`config.mk`:
```
export PLATFORM = sky130hd
export DESIGN_NAME = core_trap_ctrl
export DESIGN_NICKNAME = d
export VERILOG_FILES = /design/src/rtl/core_trap_pkg.sv /design/src/rtl/trap_irq_arbiter.sv /design/src/rtl/core_trap_ctrl.sv
export SDC_FILE = /design/constraint.sdc
export NUM_CORES = 1
export LEC_CHECK = 0
export CORE_MARGIN = 8
export CORE_UTILIZATION = 50
export CTS_CLUSTER_SIZE = 16
export DETAILED_ROUTE_END_ITERATION = 16
export PLACE_DENSITY_LB_ADDON = 0.2
export SETUP_SLACK_MARGIN = 0.1
export SLEW_MARGIN = 20
export SYNTH_ARGS = -nofsm -noshare
export SYNTH_HDL_FRONTEND = slang
export SYNTH_SLANG_ARGS = --single-unit
```
`constraint.sdc`:
```
create_clock -name clk -period 2.8 [get_ports clk]
set_input_delay 0.56 -clock clk [delete_from_list [all_inputs] [get_ports clk]]
set_output_delay 0.56 -clock clk [all_outputs]
set_load 0.01 [all_outputs]
```
`src/rtl/core_trap_pkg.sv`:
```
// core_trap_pkg: CSR addresses, cause codes, FSM states and bit positions for the M-mode trap controller
package core_trap_pkg;
  localparam logic [11:0] CSR_MSTATUS = 12'h300;
  localparam logic [11:0] CSR_MIE     = 12'h304;
  localparam logic [11:0] CSR_MTVEC   = 12'h305;
  localparam logic [11:0] CSR_MEPC    = 12'h341;
  localparam logic [11:0] CSR_MCAUSE  = 12'h342;
  localparam logic [11:0] CSR_MTVAL   = 12'h343;
  localparam logic [11:0] CSR_MIP     = 12'h344;
  localparam logic [3:0] IRQ_MSI = 4'd3;
  localparam logic [3:0] IRQ_MTI = 4'd7;
  localparam logic [3:0] IRQ_MEI = 4'd11;
  localparam logic [3:0] EXC_IADDR_MISALIGN = 4'd0;
  localparam logic [3:0] EXC_ILLEGAL        = 4'd2;
  localparam logic [3:0] EXC_BREAKPOINT     = 4'd3;
  localparam logic [3:0] EXC_LADDR_MISALIGN = 4'd4;
  localparam logic [3:0] EXC_SADDR_MISALIGN = 4'd6;
  localparam logic [3:0] EXC_ECALL_M        = 4'd11;
  localparam int MSTATUS_MIE  = 3;
  localparam int MSTATUS_MPIE = 7;
  localparam logic [31:0] MIE_MASK = 32'h0000_0888;
  typedef enum logic {ST_RUN, ST_INT_ENTER} state_e;
endpackage

```
`src/rtl/trap_irq_arbiter.sv`:
```
// trap_irq_arbiter: fixed-priority encoder of enabled pending interrupts (MEI > MSI > MTI)
module trap_irq_arbiter
  import core_trap_pkg::*;
(
  input  logic [2:0] pend_i,
  output logic       valid_o,
  output logic [3:0] code_o
);
  // pend_i = {external, timer, software}
  always_comb begin
    valid_o = |pend_i;
    code_o  = pend_i[2] ? IRQ_MEI : pend_i[0] ? IRQ_MSI : pend_i[1] ? IRQ_MTI : 4'd0;
  end
endmodule

```
`src/rtl/core_trap_ctrl.sv`:
```
// core_trap_ctrl: M-mode trap CSRs plus the RUN/INT_ENTER sequencer that redirects the pipeline
module core_trap_ctrl
  import core_trap_pkg::*;
#(
  parameter logic [31:0] MTVEC_RESET = 32'h0000_0000
) (
  input  logic        clk,
  input  logic        rst_n,
  input  logic        ext_irq,
  input  logic        timer_irq,
  input  logic        sw_irq,
  input  logic        instr_valid_ex,
  input  logic [31:0] pc_ex,
  input  logic [31:0] next_pc_ex,
  input  logic        exc_req_ex,
  input  logic [3:0]  exc_cause_ex,
  input  logic [31:0] exc_tval_ex,
  input  logic        mret_ex,
  input  logic [11:0] csr_addr,
  input  logic        csr_we,
  input  logic [31:0] csr_wdata,
  output logic [31:0] csr_rdata,
  output logic        any_interrupt_come,
  output logic        valid_interrupt_request,
  output logic        exception_occurred,
  output logic [31:0] exception_jump_addr
);
  state_e      state_q, state_d;
  logic [31:0] mtvec_q, mtvec_d, mepc_q, mepc_d, mcause_q, mcause_d, mtval_q, mtval_d;
  logic [31:0] mie_q, mie_d, mip_q, mip_d;
  logic        gie_q, gie_d, mpie_q, mpie_d;
  logic        run, take_exc, take_mret, trap, irq_valid;
  logic [3:0]  irq_code;
  logic [31:0] base;

  trap_irq_arbiter u_arb (
    .pend_i  ({mip_q[IRQ_MEI] & mie_q[IRQ_MEI], mip_q[IRQ_MTI] & mie_q[IRQ_MTI], mip_q[IRQ_MSI] & mie_q[IRQ_MSI]}),
    .valid_o (irq_valid),
    .code_o  (irq_code)
  );

  always_comb begin
    run                     = state_q == ST_RUN;
    take_exc                = run && exc_req_ex;
    take_mret               = run && mret_ex && !exc_req_ex;
    valid_interrupt_request = run && gie_q && irq_valid && instr_valid_ex && !exc_req_ex && !mret_ex;
    trap                    = take_exc || valid_interrupt_request;
    any_interrupt_come      = irq_valid;
    base                    = mtvec_q & ~32'h3;
    exception_occurred      = take_exc || take_mret || !run;
    // INT_ENTER vectors on the code latched into mcause by the accept cycle
    exception_jump_addr     = !run ? (mtvec_q[0] ? base + {26'b0, mcause_q[3:0], 2'b00} : base)
                            : take_mret ? mepc_q : base;
  end

  always_comb begin
    csr_rdata = '0;
    case (csr_addr)
      CSR_MSTATUS: begin
        csr_rdata[MSTATUS_MIE]  = gie_q;
        csr_rdata[MSTATUS_MPIE] = mpie_q;
      end
      CSR_MIE:    csr_rdata = mie_q;
      CSR_MTVEC:  csr_rdata = mtvec_q;
      CSR_MEPC:   csr_rdata = mepc_q;
      CSR_MCAUSE: csr_rdata = mcause_q;
      CSR_MTVAL:  csr_rdata = mtval_q;
      CSR_MIP:    csr_rdata = mip_q;
      default:    csr_rdata = '0;
    endcase
  end

  // trap updates take precedence over a same-cycle CSR write to the same register
  always_comb begin
    state_d  = valid_interrupt_request ? ST_INT_ENTER : ST_RUN;
    mip_d    = {20'b0, ext_irq, 3'b0, timer_irq, 3'b0, sw_irq, 3'b0};
    mtvec_d  = (csr_we && csr_addr == CSR_MTVEC) ? csr_wdata & ~32'h2 : mtvec_q;
    mie_d    = (csr_we && csr_addr == CSR_MIE) ? csr_wdata & MIE_MASK : mie_q;
    mepc_d   = take_exc ? pc_ex & ~32'h3
             : valid_interrupt_request ? next_pc_ex & ~32'h3
             : (csr_we && csr_addr == CSR_MEPC) ? csr_wdata & ~32'h3 : mepc_q;
    mcause_d = take_exc ? {28'b0, exc_cause_ex}
             : valid_interrupt_request ? {1'b1, 27'b0, irq_code}
             : (csr_we && csr_addr == CSR_MCAUSE) ? csr_wdata : mcause_q;
    mtval_d  = take_exc ? exc_tval_ex
             : valid_interrupt_request ? '0
             : (csr_we && csr_addr == CSR_MTVAL) ? csr_wdata : mtval_q;
    gie_d    = trap ? 1'b0 : take_mret ? mpie_q
             : (csr_we && csr_addr == CSR_MSTATUS) ? csr_wdata[MSTATUS_MIE] : gie_q;
    mpie_d   = trap ? gie_q : take_mret ? 1'b1
             : (csr_we && csr_addr == CSR_MSTATUS) ? csr_wdata[MSTATUS_MPIE] : mpie_q;
  end

  always_ff @(posedge clk or negedge rst_n) begin
    if (!rst_n) begin
      state_q  <= ST_RUN;
      mtvec_q  <= MTVEC_RESET;
      mepc_q   <= '0;
      mcause_q <= '0;
      mtval_q  <= '0;
      mie_q    <= '0;
      mip_q    <= '0;
      gie_q    <= 1'b0;
      mpie_q   <= 1'b0;
    end else begin
      state_q  <= state_d;
      mtvec_q  <= mtvec_d;
      mepc_q   <= mepc_d;
      mcause_q <= mcause_d;
      mtval_q  <= mtval_d;
      mie_q    <= mie_d;
      mip_q    <= mip_d;
      gie_q    <= gie_d;
      mpie_q   <= mpie_d;
    end
  end
endmodule

```
### Word level (Yosys, flattened, before mapping)

Index checks and enable logic that the tools add are counted.

| storage, ports and cells | value |
|---|---|
| register bits after elaboration | 136 |
| word-level logic and storage cells | 72 |

| cells by class | value |
|---|---|
| add/sub/neg operators | 1 |
| eq/ne operators | 7 |
| mux-type cells | 27 |
| bitwise operators | 4 |
| reduce and logical (&&, ||, !) cells | 24 |

Operator list:

| kind | count |
|---|---|
| $mux W32 | 12 |
| $pmux W24 S6 | 1 |
| $eq A12 B10 Y1 const B | 7 |
| $add A32 B6 Y32 | 1 |
| $pmux W3 S4 | 2 |
| $logic_and A1 B1 Y1 | 14 |
| $pmux W1 S7 | 2 |
| $reduce_bool A3 Y1 | 4 |
| $mux W4 | 2 |
| $mux W1 | 7 |
| $and A1 B1 Y1 | 3 |
| $logic_or A1 B1 Y1 | 3 |
| $mux W3 | 1 |
| $reduce_or A3 Y1 | 1 |
| $logic_not A1 Y1 | 2 |
| $not A1 Y1 | 1 |

### Depth between registers and ports, before layout

| logic depth | value |
|---|---|
| word-level depth | 8 |
| gate-level depth with buffers | 8 |
| gate-level depth less buffers | 7 |

### Cells and area by module

A second synthesis with hierarchy kept.

| unflattened totals | value |
|---|---|
| cells, all modules | 905 |
| area, all modules | 8612.0 um^2 |

Modules (own cells, without submodules):

| module | instances | cells each | area each (um^2) | seq. area each (um^2) |
|---|---|---|---|---|
| core_trap_ctrl | 1 | 900 | 8575.7 | 3353.2 |
| trap_irq_arbiter | 1 | 5 | 36.3 | 0.0 |

### Worst setup path after synthesis

Ideal clock, no wire load.

| timing | value |
|---|---|
| path type | flip-flop to output port |
| from | register mtvec_q[2] |
| to | output exception_jump_addr[14] |
| arrival | 2.075 ns |
| data required time | 2.240 ns |
| setup slack | 0.165 ns |
| cell stages (with the launch flop) | 9 |
| path through | dfrtp_1 > ha_1 > fa_1 > a211o_1 > o211a_1 > clkbuf_1 > nand4_1 > xor2_1 > o21ai_0 |

| between the ends | value |
|---|---|
| word-level cells in the longest chain between the ends | 3 |

RTL lines:

| element | RTL line | source |
|---|---|---|
| start, declared | core_trap_ctrl.sv:29 | `logic [31:0] mtvec_q, mtvec_d, mepc_q, mepc_d, mcause_q, mcause_d, mtval_q, mtval_d;` |
| start signal, assigned | core_trap_ctrl.sv:107 | `mtvec_q <= mtvec_d;` |
| $add A32 B6 Y32 | core_trap_ctrl.sv:52 | `exception_jump_addr = !run ? (mtvec_q[0] ? base + {26'b0, mcause_q[3:0], 2'b00} : base)` |
| $mux W32 (2 in a row) | core_trap_ctrl.sv:52 |  |
| end, declared | core_trap_ctrl.sv:26 | `output logic [31:0] exception_jump_addr` |

Every way passes these cells.

### Worst setup path in the final report

| timing | value |
|---|---|
| from | register mcause_q[0] |
| to | output exception_jump_addr[14] |

| between the ends | value |
|---|---|
| word-level cells in the longest chain between the ends | 3 |

RTL lines:

| element | RTL line | source |
|---|---|---|
| start, declared | core_trap_ctrl.sv:29 |  |
| start signal, assigned | core_trap_ctrl.sv:109 | `mcause_q <= mcause_d;` |
| $add A32 B6 Y32 | core_trap_ctrl.sv:52 |  |
| $mux W32 (2 in a row) | core_trap_ctrl.sv:52 |  |

Every way passes these cells.

==> summary.txt <==
Layout
  • Layout cells sized above 1: 0.3339
  • Final-layout fill cell count: 1,109
  • Area growth, synth to finish: 54.86%
  • Commonest non-fill, non-tap cell in the layout: nand2_1
  • Final instance area: 0.01281 mm2
  • Final core utilization: 0.7833
  • Nets: 1,376
  • Most frequent cells in the layout: nand2_1, clkdlybuf4s50_1, dfrtp_1

CTS
  • Clk slew on worst S/H paths: 0.06 ns
  • Number of H-tree levels: 4
  • Clock network latency to the later pin of the worst-skew pair: 0.43 ns
  • Cts bufs inserted: 17
  • Hold Buf Count CTS: 0
  • CTS Sinks: 134
  • Max Root-Sink Buffers: 2
  • TritonCTS clock tree: done
  • Clock Root Buffer: clkbuf_16

Floorplan
  • Die area: 0.02091 mm2
  • I/O pins: 220
  • Initial Utilization: 0.5058
  • Core area: 0.01635 mm2
  • DIE HEIGHT: 144.6 um
  • Die width: 144.6 um
  • Rows: 47

GRT
  • GRT overflow: 0
  • Largest net degree at the start of global routing: 60
  • Initial antenna violation count: 0
  • Total track usage: 0.3135
  • Vias in the first global route: 9,132
  • First-pass GRT wire length: 50.23 mm

Placed design
  • Setup WS pre-CTS: -0.7894 ns
  • Count of input and output buffers: 213
  • Dpl hpwl: 21.49 mm
  • Dpl cell area: 0.01147 mm2
  • RePlAce Congestion: 0.9274

Status
  • Failing checks: setup timing
  • Outcome: finished, violations left

Pwr
  • Worst vdd ir: 0.4709 mV
  • LEAKAGE: 5.585 nW
  • Power Dens Cells: 421.6 mW/mm2

Synthesis
  • Syn Area/Cell: 9.137 um2
  • Yosys warning count: 0
  • EDFF count, synth: 0
  • Sequential-to-total area share from yosys stat: 0.4055
  • Synth Register Bits: 134
  • Synthesized area: 0.008269 mm2
  • Gate Count Post-Synth: 905
  • Ys flop type: dfrtp_1
  • Post-synth ARST share: 1.000
  • Unique cell type count in the Yosys netlist: 65

STA
  • Crit path time final: 3.161 ns
  • Crit share post-route: 1.129
  • Max Freq: 316.3 MHz
  • Slew Viols, Final: 0
  • Tightest Pin Transition: 0.6101 ns
  • Setup violations, final: 29
  • Rel. slew slack: 0.5933
  • Setup TNS: -6.651 ns
  • Final hold violations: 0
  • Unrepaired setup endpoints after global routing: yes
  • Hold slack: 0.08891 ns
  • Clock Skew: 0.009389 ns
  • Final WS setup: -0.3612 ns

Route
  • First-pass detailed-route iteration total: 5
  • Average wire per standard cell: 22.73 um
  • Starting DRC count in detailed routing: 879
  • Post-route ant nets: 0
  • Via count: 9,040
  • Final wirelength: 33.01 mm
  • # DRC: 0
  • Vias per cell: 6.226

Worst setup path
  • CP Class: reg2out
  • Req. time, crit path: 2.24 ns
  • Worst EP arrival: 2.60 ns
  • Crit start category: flip-flop
  • CP max FO: 5
  • Reg2reg path depth: 6
  • Reg2reg setup slack: 0.40 ns
  • CP endpoint kind: primary output

Job
  • Max-cap violation count: 0

Worst hold path
  • Worst Hold Class: in2async
==> kinds of logic (layout without fill, tap and decap cells) <==
kind of cell             count (synthesis)  in the layout  synth area share
other                                    1              3         0.0004535
AND/OR/NAND/NOR                        312            312            0.1746
flip-flops                             134            134            0.4055
multiplexers                            75             75           0.09608
adder cells (fa/ha/maj)                  5              5          0.008474
AO/OA/AOI/OAI                          287            287            0.2580
XOR/XNOR                                 7              7          0.007414
buffers and inverters                   84            409           0.04948
==> path summary, 6_finish.rpt <==
path / to / startpoint
worst max-delay path: exception_jump_addr[14] / mcause_q[0]$_DFFE_PN0P_
worst min-delay path: mcause_q[4]$_DFFE_PN0P_ / rst_n
worst max register to register: mepc_q[27]$_DFFE_PN0P_ / state_q$_DFF_PN0_
worst min register to register: mcause_q[22]$_DFFE_PN0P_ / mcause_q[22]$_DFFE_PN0P_
max in group asynchronous: mtvec_q[14]$_DFFE_PN0P_ / rst_n
min in group clk: mcause_q[22]$_DFFE_PN0P_ / mcause_q[22]$_DFFE_PN0P_
==> registers in the layout, summed over array words and instances (netlist names) <==
signal / count
mepc_q: 30
gie_q: 1
mtvec_q: 31
mtval_q: 32
state_q: 1
mip_q: 3
mpie_q: 1
mie_q: 3
mcause_q: 32
==> critical path: stages (launching register included) <==
cell and delay, ns:
dfrtp_1 0.44, ha_4 0.19, fa_2 0.40, a211o_1 0.30
o211a_4 0.19, buf_6 0.14, nand4_1 0.08, xor2_1 0.18
o21ai_2 0.09, buf_2 0.15
==> cell usage after synthesis, types with 6 or more instances <==
| cell | instances | area [um2] |
|---|---|---|
| a21o_1 | 9 | 67.56 |
| a21oi_1 | 44 | 220.2 |
| a221o_1 | 21 | 210.2 |
| a22oi_1 | 49 | 367.9 |
| a2bb2oi_2 | 30 | 450.4 |
| a31oi_1 | 34 | 212.7 |
| and3_1 | 6 | 37.54 |
| buf_2 | 36 | 180.2 |
| clkbuf_1 | 26 | 97.59 |
| dfrtp_1 | 134 | 3353 |
| inv_1 | 8 | 30.03 |
| mux2_2 | 31 | 349.1 |
| mux2i_1 | 40 | 400.4 |
| nand2_1 | 160 | 600.6 |
| nand3_1 | 19 | 95.09 |
| nand4_1 | 16 | 100.1 |
| nand4b_1 | 6 | 52.55 |
| nor2_1 | 68 | 255.2 |
| nor3_1 | 10 | 50.05 |
| o21ai_0 | 38 | 190.2 |
| o21ai_1 | 33 | 165.2 |
==> cell type report <==
| class | count | area (um2) | area share |
|---|---|---|---|
| multi-input cells | 688 | 5067 | 0.3957 |
| repair buffers | 367 | 3452 | 0.2696 |
| flip-flops and latches | 134 | 3354 | 0.2619 |
| clock buffers | 19 | 442.9 | 0.03459 |
| well taps | 220 | 275.3 | 0.02149 |
| clock inverters | 13 | 167.7 | 0.01309 |
| inverters | 10 | 43.79 | 0.003420 |
| diodes | 1 | 2.502 | 0.0001954 |
==> metal layers <==
metal / up-vias / GRT usage / wire, um / part of all wire
met5: - / 0 / 0 / 0
met4: 0 / 0.1331 / 1130 / 0.034
met3: 86 / 0.08022 / 3006 / 0.091
met2: 534 / 0.4964 / 15770 / 0.48
met1: 4441 / 0.3989 / 13100 / 0.40
li1: 3979 / - / - / -
==> power by group <==
group / total (mW) / switching [mW] / internal, mW
Clock: 2.36 / 0.926 / 1.44
Sequential: 2.14 / 0.0981 / 2.04
Combinational: 0.899 / 0.417 / 0.482
Total: 5.40 / 1.44 / 3.96
==> timing repair <==
action                                  in CTS  in global routing
endpoints found under the setup margin      64                 64
setup buffers                               21                 11
cloned                                       5                  0
pin swaps                                   56                 42
gates resized for setup                    451                 51
==> through the flow <==
step / instances / power (mW)
global route: 1451 / 5.562
floorplan: 906 / 2.500
finish: 1452 / 5.399
detailed placement: 1385 / 3.014
CTS: 1443 / 5.372
global placement: 1385 / 3.000
(Power assumes the default switching activity.)
==> RTL change: new RTL, config.mk and constraints unchanged <==
Make the reset (`rst_n`) synchronous in one clocked block.
--- a/src/rtl/core_trap_ctrl.sv
+++ b/src/rtl/core_trap_ctrl.sv
@@ -91,7 +91,7 @@
              : (csr_we && csr_addr == CSR_MSTATUS) ? csr_wdata[MSTATUS_MPIE] : mpie_q;
   end
 
-  always_ff @(posedge clk or negedge rst_n) begin
+  always_ff @(posedge clk) begin
     if (!rst_n) begin
       state_q  <= ST_RUN;
       mtvec_q  <= MTVEC_RESET;
Check against the original RTL: differs if rst_n is asserted again (counterexample within 4 cycles, from zero or initial values and one cycle with rst_n low); with rst_n held inactive, the same outputs for 4 cycles.
==> RTL change against the original RTL <==
Routed wire length rose by 14%; maximum frequency fell by 1.9%; non-clock buffer count rose by 43; sequential power fell by 5%; largest power group unchanged; synthesized area fell by 9.3%; synthesized cell count rose by 6.9%; sequential cell count did not move; the flow still finishes with violations (negative setup slack); cell area fell by 2.4%; total power fell by 3.7%; worst setup slack got worse by 0.062 ns; register-to-register slack got worse by 0.14 ns; combinational power fell by 19%.
==> RTL change: results <==
[global_route]
grt_use_met1_pct = 39.0
grt_first_pass_wirelength_um = 53200
grt_pass1_vias = 9821
gr-usage-met2_pct = 56.8
use_met3_pct = 9.08

[cells_and_area]
final.fill_count = 758
drive_above_1_share_pct = 33.3
fin_nets = 1467
final_cells = 1504

[routing]
vias = 10226
wirelength_um = 37600
dr_wl_met3_um = 4390
wl_met2_um = 17500
dr.pass1.iters = 8

[pwr]
power_frac_seq_pct = 39.2
switchingPower_mw = 1.29
peakVddDrop_uv = 483
p_comb_mw = 0.728
power.leakage_nw = 5.15

[sta]
clock_skew_ns = 0.00820
setup_tns_ns = -12.04
setup_violations = 58
fin_ws_ns = -0.423
max_slew.worst_pin.slew_ns = 0.621

[logic_synthesis]
synth_area_leaders = dfxtp_1, nand2_1, a211oi_2
synthTopCellsByCount = nand2_1, dfxtp_1, a21oi_1
ys.flop_type = dfxtp_1
synthArstFlopShare_pct = 0
syn_inst = 967

[worst_hold_path]
hold_class = reg -> reg

[worst_setup_path]
worstPathMaxFanout = 7
ff2ff_setup_slack_ns = 0.26
critPathCapture = exception_jump_addr[22]
cp.arrival_ns = 2.66
worstSetupStartpoint = mcause_q[0]
r2r-end = mepc_q[22]
r2r_start = mie_q[3]
reg2reg_depth = 7

[run_status]
violations = negative setup slack
outcome = finished with violations

[placed_design]
globalplace.congestion = 0.924
post-place-ws_ns = -0.921
dp_cells = 1427
dp_hpwl_um = 22800
## RTL change: worst min-delay path by stage
stage,from,endpoint,slack (ns),cells after the start
after floorplan,mcause_q[7],mcause_q[7],0.43,2
after global placement,mcause_q[5],mcause_q[5],0.44,2
after detailed placement,mcause_q[5],mcause_q[5],0.44,2
after CTS,mcause_q[14],mcause_q[14],0.45,2
after global routing,mcause_q[14],mcause_q[14],0.47,2
final,mcause_q[14],mcause_q[14],0.45,2
## RTL change: timing repair
action / 4_1_cts / 5_1_grt
pin swaps: 85 / 20
cloned: 1 / 1
endpoints found under the setup margin: 93 / 61
resized for setup: 449 / 54
setup buffers: 33 / 12
## RTL change: critical path, cell delays in order (launching register included)
cell	delay (ns)
dfxtp_4	0.37
ha_4	0.15
fa_2	0.20
a21o_1	0.14
a21o_1	0.18
buf_12	0.15
nand4_1	0.11
buf_6	0.16
buf_4	0.14
o31ai_1	0.34
a21o_1	0.16
buf_2	0.14
## RTL change: cell type report
| class | instances | area, µm² | area share [%] |
|---|---|---|---|
| sequential | 134 | 2700 | 21.6 |
| clock inverter | 9 | 150 | 1.20 |
| tap | 184 | 230 | 1.84 |
| inverter | 13 | 48.8 | 0.391 |
| clock buffer | 21 | 470 | 3.77 |
| timing repair buffer | 410 | 3870 | 31.0 |
| multi-input combinational | 733 | 5030 | 40.2 |
## RTL change: cells by family (layout without fill, tap and decap cells)
kind of cell	Yosys count	in the layout	share of synthesized area, %
and+or+nand+nor	414	414	25.6
adders and majority gates	5	5	0.934
xor gates and xnor gates	1	1	0.117
AOI/OAI and AO/OA	301	301	30.4
DFF	134	134	35.8
muxes	10	10	1.35
buffers and inverters	101	453	5.82
other	1	2	0.0500
